$ cat src/rtl/pipe_mux_n.sv
`default_nettype none
// ============================================================================
// Module      : pipe_mux_n
// Description : N-input select mux with registered output, per-channel
//               valid/ready handshake and out-of-range select flagging.
//               Optional 1-entry skid buffer enabled by PIPE_MUX_SKID_EN.
// Revision    : 1.0 - initial release
// ============================================================================
module pipe_mux_n #(
    parameter int N   = 4,
    parameter int W   = 32,
    parameter int SW  = (N > 1) ? $clog2(N) : 1,
    parameter int ECW = 8
) (
    input  logic             clk,
    input  logic             rst_n,
    input  logic [N*W-1:0]   in_data,
    input  logic [N-1:0]     in_valid,
    output logic [N-1:0]     in_ready,
    input  logic [SW-1:0]    sel,
    output logic [W-1:0]     out_data,
    output logic [SW-1:0]    out_src,
    output logic             out_valid,
    input  logic             out_ready,
    output logic             sel_err,
    output logic [ECW-1:0]   err_cnt
);

    localparam int            NPAD      = 1 << SW;
    localparam logic [ECW-1:0] C_ERR_MAX = '1;

    logic [NPAD-1:0] w_valid_pad;
    logic            w_sel_oor;
    logic            w_sel_valid;
    logic [W-1:0]    w_sel_data;
    logic            w_chan_rdy;
    logic            w_out_free;
    logic            w_accept;
    logic [N-1:0]    w_ready;

    logic [W-1:0]    out_data_q,  out_data_d;
    logic [SW-1:0]   out_src_q,   out_src_d;
    logic            out_valid_q, out_valid_d;
    logic            sel_err_q;
    logic [ECW-1:0]  err_cnt_q,   err_cnt_d;

    // Codes N..2^SW-1 only exist when N is not a power of two.
    generate
        if (NPAD == N) begin : g_pow2
            assign w_valid_pad = in_valid;
            assign w_sel_oor   = 1'b0;
        end else begin : g_npow2
            assign w_valid_pad = {{(NPAD-N){1'b0}}, in_valid};
            assign w_sel_oor   = ({{(32-SW){1'b0}}, sel} >= 32'(N));
        end
    endgenerate

    assign w_sel_valid = w_valid_pad[sel];
    assign w_out_free  = !out_valid_q || out_ready;

    always_comb begin
        w_sel_data = '0;
        w_ready    = '0;
        for (int i = 0; i < N; i++) begin
            if (sel == SW'(i)) begin
                w_sel_data = in_data[i*W +: W];
                w_ready[i] = w_chan_rdy;
            end
        end
    end

    assign in_ready = w_ready & {N{rst_n}};
    assign w_accept = !w_sel_oor && w_sel_valid && w_chan_rdy;

`ifdef PIPE_MUX_SKID_EN
    logic [W-1:0]  skid_data_q, skid_data_d;
    logic [SW-1:0] skid_src_q,  skid_src_d;
    logic          skid_full_q, skid_full_d;

    // Ready comes only from the skid flag, cutting the out_ready path.
    assign w_chan_rdy = !skid_full_q;

    always_comb begin
        out_data_d  = out_data_q;
        out_src_d   = out_src_q;
        out_valid_d = out_valid_q;
        skid_data_d = skid_data_q;
        skid_src_d  = skid_src_q;
        skid_full_d = skid_full_q;
        if (skid_full_q) begin
            if (w_out_free) begin
                out_data_d  = skid_data_q;
                out_src_d   = skid_src_q;
                out_valid_d = 1'b1;
                skid_full_d = 1'b0;
            end
        end else if (w_accept) begin
            if (w_out_free) begin
                out_data_d  = w_sel_data;
                out_src_d   = sel;
                out_valid_d = 1'b1;
            end else begin
                skid_data_d = w_sel_data;
                skid_src_d  = sel;
                skid_full_d = 1'b1;
            end
        end else if (out_valid_q && out_ready) begin
            out_valid_d = 1'b0;
        end
    end

    always_ff @(posedge clk or negedge rst_n) begin
        if (!rst_n) begin
            skid_data_q <= '0;
            skid_src_q  <= '0;
            skid_full_q <= 1'b0;
        end else begin
            skid_data_q <= skid_data_d;
            skid_src_q  <= skid_src_d;
            skid_full_q <= skid_full_d;
        end
    end
`else
    assign w_chan_rdy = w_out_free;

    always_comb begin
        out_data_d  = out_data_q;
        out_src_d   = out_src_q;
        out_valid_d = out_valid_q;
        if (w_accept) begin
            out_data_d  = w_sel_data;
            out_src_d   = sel;
            out_valid_d = 1'b1;
        end else if (out_valid_q && out_ready) begin
            out_valid_d = 1'b0;
        end
    end
`endif

    always_comb begin
        err_cnt_d = err_cnt_q;
        if (w_sel_oor && (err_cnt_q != C_ERR_MAX)) begin
            err_cnt_d = err_cnt_q + 1'b1;
        end
    end

    always_ff @(posedge clk or negedge rst_n) begin
        if (!rst_n) begin
            out_data_q  <= '0;
            out_src_q   <= '0;
            out_valid_q <= 1'b0;
            sel_err_q   <= 1'b0;
            err_cnt_q   <= '0;
        end else begin
            out_data_q  <= out_data_d;
            out_src_q   <= out_src_d;
            out_valid_q <= out_valid_d;
            sel_err_q   <= w_sel_oor;
            err_cnt_q   <= err_cnt_d;
        end
    end

    assign out_data  = out_data_q;
    assign out_src   = out_src_q;
    assign out_valid = out_valid_q;
    assign sel_err   = sel_err_q;
    assign err_cnt   = err_cnt_q;

endmodule
`default_nettype wire

$ cat config.mk
export PLATFORM = sky130hd
export DESIGN_NAME = pipe_mux_n
export DESIGN_NICKNAME = d
export VERILOG_FILES = /design/src/rtl/pipe_mux_n.sv
export SDC_FILE = /design/constraint.sdc
export NUM_CORES = 1
export LEC_CHECK = 0
export BUFFER_PORTS_ARGS = -buffer_cell sky130_fd_sc_hd__buf_2
export CORE_MARGIN = 2
export CORE_UTILIZATION = 35
export DETAILED_ROUTE_END_ITERATION = 10
export HOLD_SLACK_MARGIN = 0.03
export PLACE_DENSITY = 0.74
export SKIP_CTS_REPAIR_TIMING = 1
export SYNTH_ARGS = -nofsm -noshare
export SYNTH_HDL_FRONTEND = slang
export SYNTH_SLANG_ARGS = --single-unit
$ cat constraint.sdc
create_clock -name clk -period 3.7 [get_ports clk]
set_input_delay 0.555 -clock clk [delete_from_list [all_inputs] [get_ports clk]]
set_output_delay 0.555 -clock clk [all_outputs]
set_load 0.02 [all_outputs]
==> results of run 1 <==
## power groups by stage
stage | Sequential [µW] | Combinational, µW | Clock (µW)
2_1_floorplan | 663 | 219 | 0
3_3_place_gp | 533 | 534 | 0
3_5_place_dp | 537 | 550 | 0
4_1_cts | 530 | 550 | 311
5_1_grt | 543 | 578 | 328
6_report | 529 | 541 | 298
## worst reg2reg max path: cells and delay by family, from the launching register on
| kind | cells | cell delay [ns] |
|---|---|---|
| buffers and inverters | 1 | 0.40 |
| multiplexers | 1 | 0.41 |
| AND/OR/NAND/NOR | 2 | 0.44 |
| flip-flops | 1 | 0.34 |
| AO/OA/AOI/OAI | 1 | 0.14 |
## per-layer routing
| layer | track usage | wire length [µm] |
|---|---|---|
| met1 | 0.173 | 1940 |
| met4 | 0.0704 | 137 |
| met5 | 0 | 0 |
| met3 | 0.0465 | 518 |
| met2 | 0.281 | 3070 |
## through the flow
stage / hold slack, ns / setup WS [ns] / cell area [µm²] / instances / total power (µW)
floorplan: 0.259 / 1.63 / 2270 / 146 / 882
detailed placement: 0.475 / 0.999 / 3130 / 382 / 1090
finish: 0.307 / 1.34 / 3230 / 391 / 1370
global placement: 0.471 / 1.08 / 3130 / 382 / 1070
global route: 0.364 / 1.19 / 3230 / 391 / 1450
CTS: 0.328 / 1.30 / 3230 / 390 / 1390
## path summary, 6_finish.rpt
check / start / endpoint / depth (start not counted)
max in group asynchronous: rst_n / out_data[24] / 2
worst min register to register: out_data[20] / out_data[20] / 1
min in group clk: out_data[20] / out_data[20] / 1
worst max register to register: out_valid / out_data[1] / 5
worst max-delay path: sel[0] / out_data[1] / 6
worst min-delay path: rst_n / out_valid / 2
## registers in the layout, indices dropped and copies added (netlist names)
register,count
out_src,2
out_data,32
out_valid,1
## cells by family after synthesis
family / synth area share
flops: 0.391
other cells: 0.00167
buf+inv: 0.0686
simple gates: 0.0223
compound gates: 0.0117
mux: 0.505
## placed cells by master (no fill, tap or decap), types with 4 or more instances in the layout
cell type / n
buf_2: 175
mux4_2: 32
mux2_1: 5
clkbuf_8: 7
dfrtp_1: 35
conb_1: 9
buf_4: 4
mux2_2: 28
## final cells by class
class	count	area, µm²
fillers	561	3050
multi-input cells	89	1240
repair buffers	179	906
flip-flops and latches	35	876
clock buffers	8	100
well taps	77	96.3
inverters	2	7.51
diodes	1	2.50
==> reports/results.tsv, run 1 <==
metric	value	unit
status	finished, final reports clean	
max incr delay on CP	0.44	ns
Fin. Hold Viols	0	
combinational share of power	0.395	
CP required	3.86	ns
slowest CP cell	buf_2	
synthesized flop and latch total	35	
# rows	29	
Area growth syn-to-layout	44.1	%
post-layout util	0.515	
cell with the most instances after synthesis	dfrtp_1	
register area share after synthesis	0.391	
register clock-pin slew on the reported worst setup and hold paths	0.07	ns
Vias/cell	4.86	
Buf+Inv Stages, Crit Path	2	
Pleak	0.00160	µW
WL per Instance	14.5	µm
Post-Synthesis Cells	138	
Int Pwr	913	µW
min Tclk post-route	2.36	ns
first-pass GRT wire length	8.82	mm
share of post-route cells with drive strength above 1	0.796	
post-synth design cell area	2240	µm²
worst-path maximum fanout	33	
hpwl dp	4.56	mm
CP delay by family, top	buffers and inverters	
die area	7060	µm²
biggest area consumer among synthesized cells	dfrtp_1	
pin count of the biggest net entering global routing	39	
post-layout net count	449	
Power Density	424	nW/µm²
Core ar.	6280	µm²
RSZ-0062 raised after global routing	false	
YS warnings	0	
Clock power frac	0.218	
sequence of cells on the critical path	buf_2, mux2_4, and3b_1, a31oi_4, buf_4, mux2_2	
fmax	424	MHz
asr flop ratio synth	1.00	
All-Layer GR Usage	0.158	
Seq pwr share	0.387	
I/O pin count	185	
antenna violation net count after detailed routing	0	
Worst Setup End Kind	register	
TritonCTS buffer count	5	
EDFF count, synth	0	
Main synth FF type	dfrtp_1	
Critical Path AT	2.52	ns
CTS tree	done	
kind of start point of the critical path	input port	
Die Ht	84.0	µm
final setup vio count	0	
first-pass iteration count of the detailed router	4	
average size of a mapped cell	16.2	µm²
Max Transition Viols Final	0	
DR DRC count	0	
Min-Delay Path Class	in2async	
Final period util	0.638	
initial antenna violation count	1	
GR Overflow Total	0	
Sinks on Clock Net	35	
flop2flop setup slack	1.85	ns
Slew @ Worst Pin	0.552	ns
Sw Pwr	455	µW
clk_skew	0.00438	ns
setup TNS	0	ns
initial core utilization	0.357	
unique cell type count in the Yosys netlist	21	
htree depth	2	
Yosys top cell area share	0.391	
synth cell count leaders	35 x dfrtp_1, 32 x mux4_2, 28 x mux2_2	
Worst VDD drop	0.000205	V
Chip Width	84.0	µm
vias in the first global route	1919	
worst-skew pair later-pin latency	0.28	ns
Sw Ratio	0.333	
Root Buffer	clkbuf_8	
DRT iter0 DRCs	53	
Max Buffers Root-to-Sink	2	
Max-slew headroom	0.632	
crit path kind	in2reg	
Placer Congestion	0.733	
total wire length	5.67	mm
I/O Buffers	175	
Max Cap Violations	0	
vias	1899	
top post-synthesis cells by area	dfrtp_1 39%, mux4_2 32%, mux2_2 14%	
No activity file was read; power rests on OpenSTA's default activity.
==> run 2, diff against run 1 <==
clock period = 2.24 ns   (was 3.7 ns; I/O delays follow)
==> reports/results.tsv, run 2 (synthesis results as in run 1) <==
metric	value	unit
status	finished, final reports clean	
Worst Setup Slack, final	0.546	ns
most common cell after layout, fill and taps aside	buf_2	
total wire length	5.67	mm
htree depth	2	
Core ar.	6280	µm²
busiest layer in global routing	met2	
Sinks on Clock Net	35	
worst-path maximum fanout	17	
Min-Delay Path Class	in2async	
Post-DP Area	3150	µm²
clk_skew	0.00627	ns
met2 Use GR	0.304	
RSZ-0062 raised after global routing	false	
pin count of the biggest net entering global routing	36	
initial core utilization	0.357	
max FFs per register	32	
Pleak	0.00163	µW
Antenna diodes	0	
reg2reg path depth	5	
initial antenna violation count	0	
vias	1940	
TritonCTS buffer count	5	
final setup vio count	0	
post-layout net count	452	
Die Ht	84.0	µm
most frequent cells in the layout	175 x buf_2, 35 x dfrtp_1, 32 x mux4_2, 28 x mux2_2, 9 x conb_1	
Area growth syn-to-layout	45.8	%
Max Cap Violations	0	
hold_ws	0.140	ns
GR Overflow Total	0	
share of post-route cells with drive strength above 1	0.801	
Vias/cell	4.94	
WL per Instance	14.4	µm
worst-skew pair later-pin latency	0.28	ns
crit path kind	reg2reg	
vias in the first global route	1962	
I/O pin count	185	
setup TNS	0	ns
Fillers	581	
hpwl dp	4.74	mm
I/O Buffers	175	
r2r startpoint	out_valid	
sequence of cells on the critical path	nand2b_1, and3b_1, a31oi_4, buf_4, mux2_2	
Max Transition Viols Final	0	
grt met1 use	0.173	
antenna violation net count after detailed routing	0	
dpl ws	0.304	ns
# rows	29	
Worst Setup End Kind	register	
met3 Usage GRT	0.0386	
design area	3270	µm²
Placer Congestion	0.790	
All-Layer GR Usage	0.160	
CTS tree	done	
flop2flop setup slack	0.55	ns
Chip Width	84.0	µm
fmax	590	MHz
Root Buffer	clkbuf_8	
Power Density	720	nW/µm²
Tot Pwr	2350	µW
DRT iter0 DRCs	35	
Fin. Hold Viols	0	
die area	7060	µm²
CP required	2.40	ns
worst reg2reg path endpoint	out_data[1]	
kind of start point of the critical path	register	
max incr delay on CP	0.37	ns
first-pass iteration count of the detailed router	4	
register clock-pin slew on the reported worst setup and hold paths	0.07	ns
first-pass GRT wire length	9.05	mm
DR DRC count	0	
slowest CP cell	mux2_2	
Worst VDD drop	0.000425	V
Final period util	0.756	
Max Buffers Root-to-Sink	2	
Critical Path AT	1.85	ns
min Tclk post-route	1.69	ns
[run 2: cell types whose count changed in the layout (fill, tap and decap cells not counted)]
cell,delta
clkinv_2,+1
clkbuf_1,-1
diode_2,-1
clkbuf_8,-1
buf_4,+3
bufinv_16,+1
[run 2: worst max-delay path by stage]
stage | startpoint | endpoint | slack [ns] | cells past startpoint
floorplan | out_valid | out_data[18] | 0.53 | 5
global placement | sel[0] | out_data[22] | 0.36 | 6
detailed placement | sel[0] | out_data[23] | 0.30 | 6
CTS | out_valid | out_data[23] | 0.52 | 5
global route | out_valid | out_data[1] | 0.44 | 5
finish | out_valid | out_data[1] | 0.55 | 5
[run 2: area by class of cell]
cell class,instances,area (µm²),area share
clock buffer,6,82.6,0.0253
clock inverter,2,35.0,0.0107
inverter,2,7.51,0.00230
multi-input combinational,89,1240,0.380
sequential,35,876,0.268
tap,77,96.3,0.0295
timing repair buffer,182,928,0.284
[run 2: through the flow]
stage / util / cells
final: 0.521 / 393
after global routing: 0.521 / 393
after CTS: 0.521 / 393
after detailed placement: 0.502 / 385
after global placement: 0.502 / 385
after floorplan: - / 146
[run 2: metal layers]
metal  part of all wire  up-vias
li1                   -      882
met1               0.34      956
met2               0.57       97
met3              0.082        5
met4             0.0094        0
met5                  0        -
[run 2: power breakdown]
part,switching (µW),internal (µW),leakage (µW)
clock network,216,360,0.0000612
registers,76.5,797,0.000408
logic,467,435,0.00116
[run 2: critical path: cells and delay by family (launching register included)]
family / cells / cell delay (ns)
DFF: 1 / 0.34
and+or+nand+nor: 2 / 0.44
buffers and inverters: 1 / 0.26
muxes: 1 / 0.37
AOI/OAI and AO/OA: 1 / 0.16
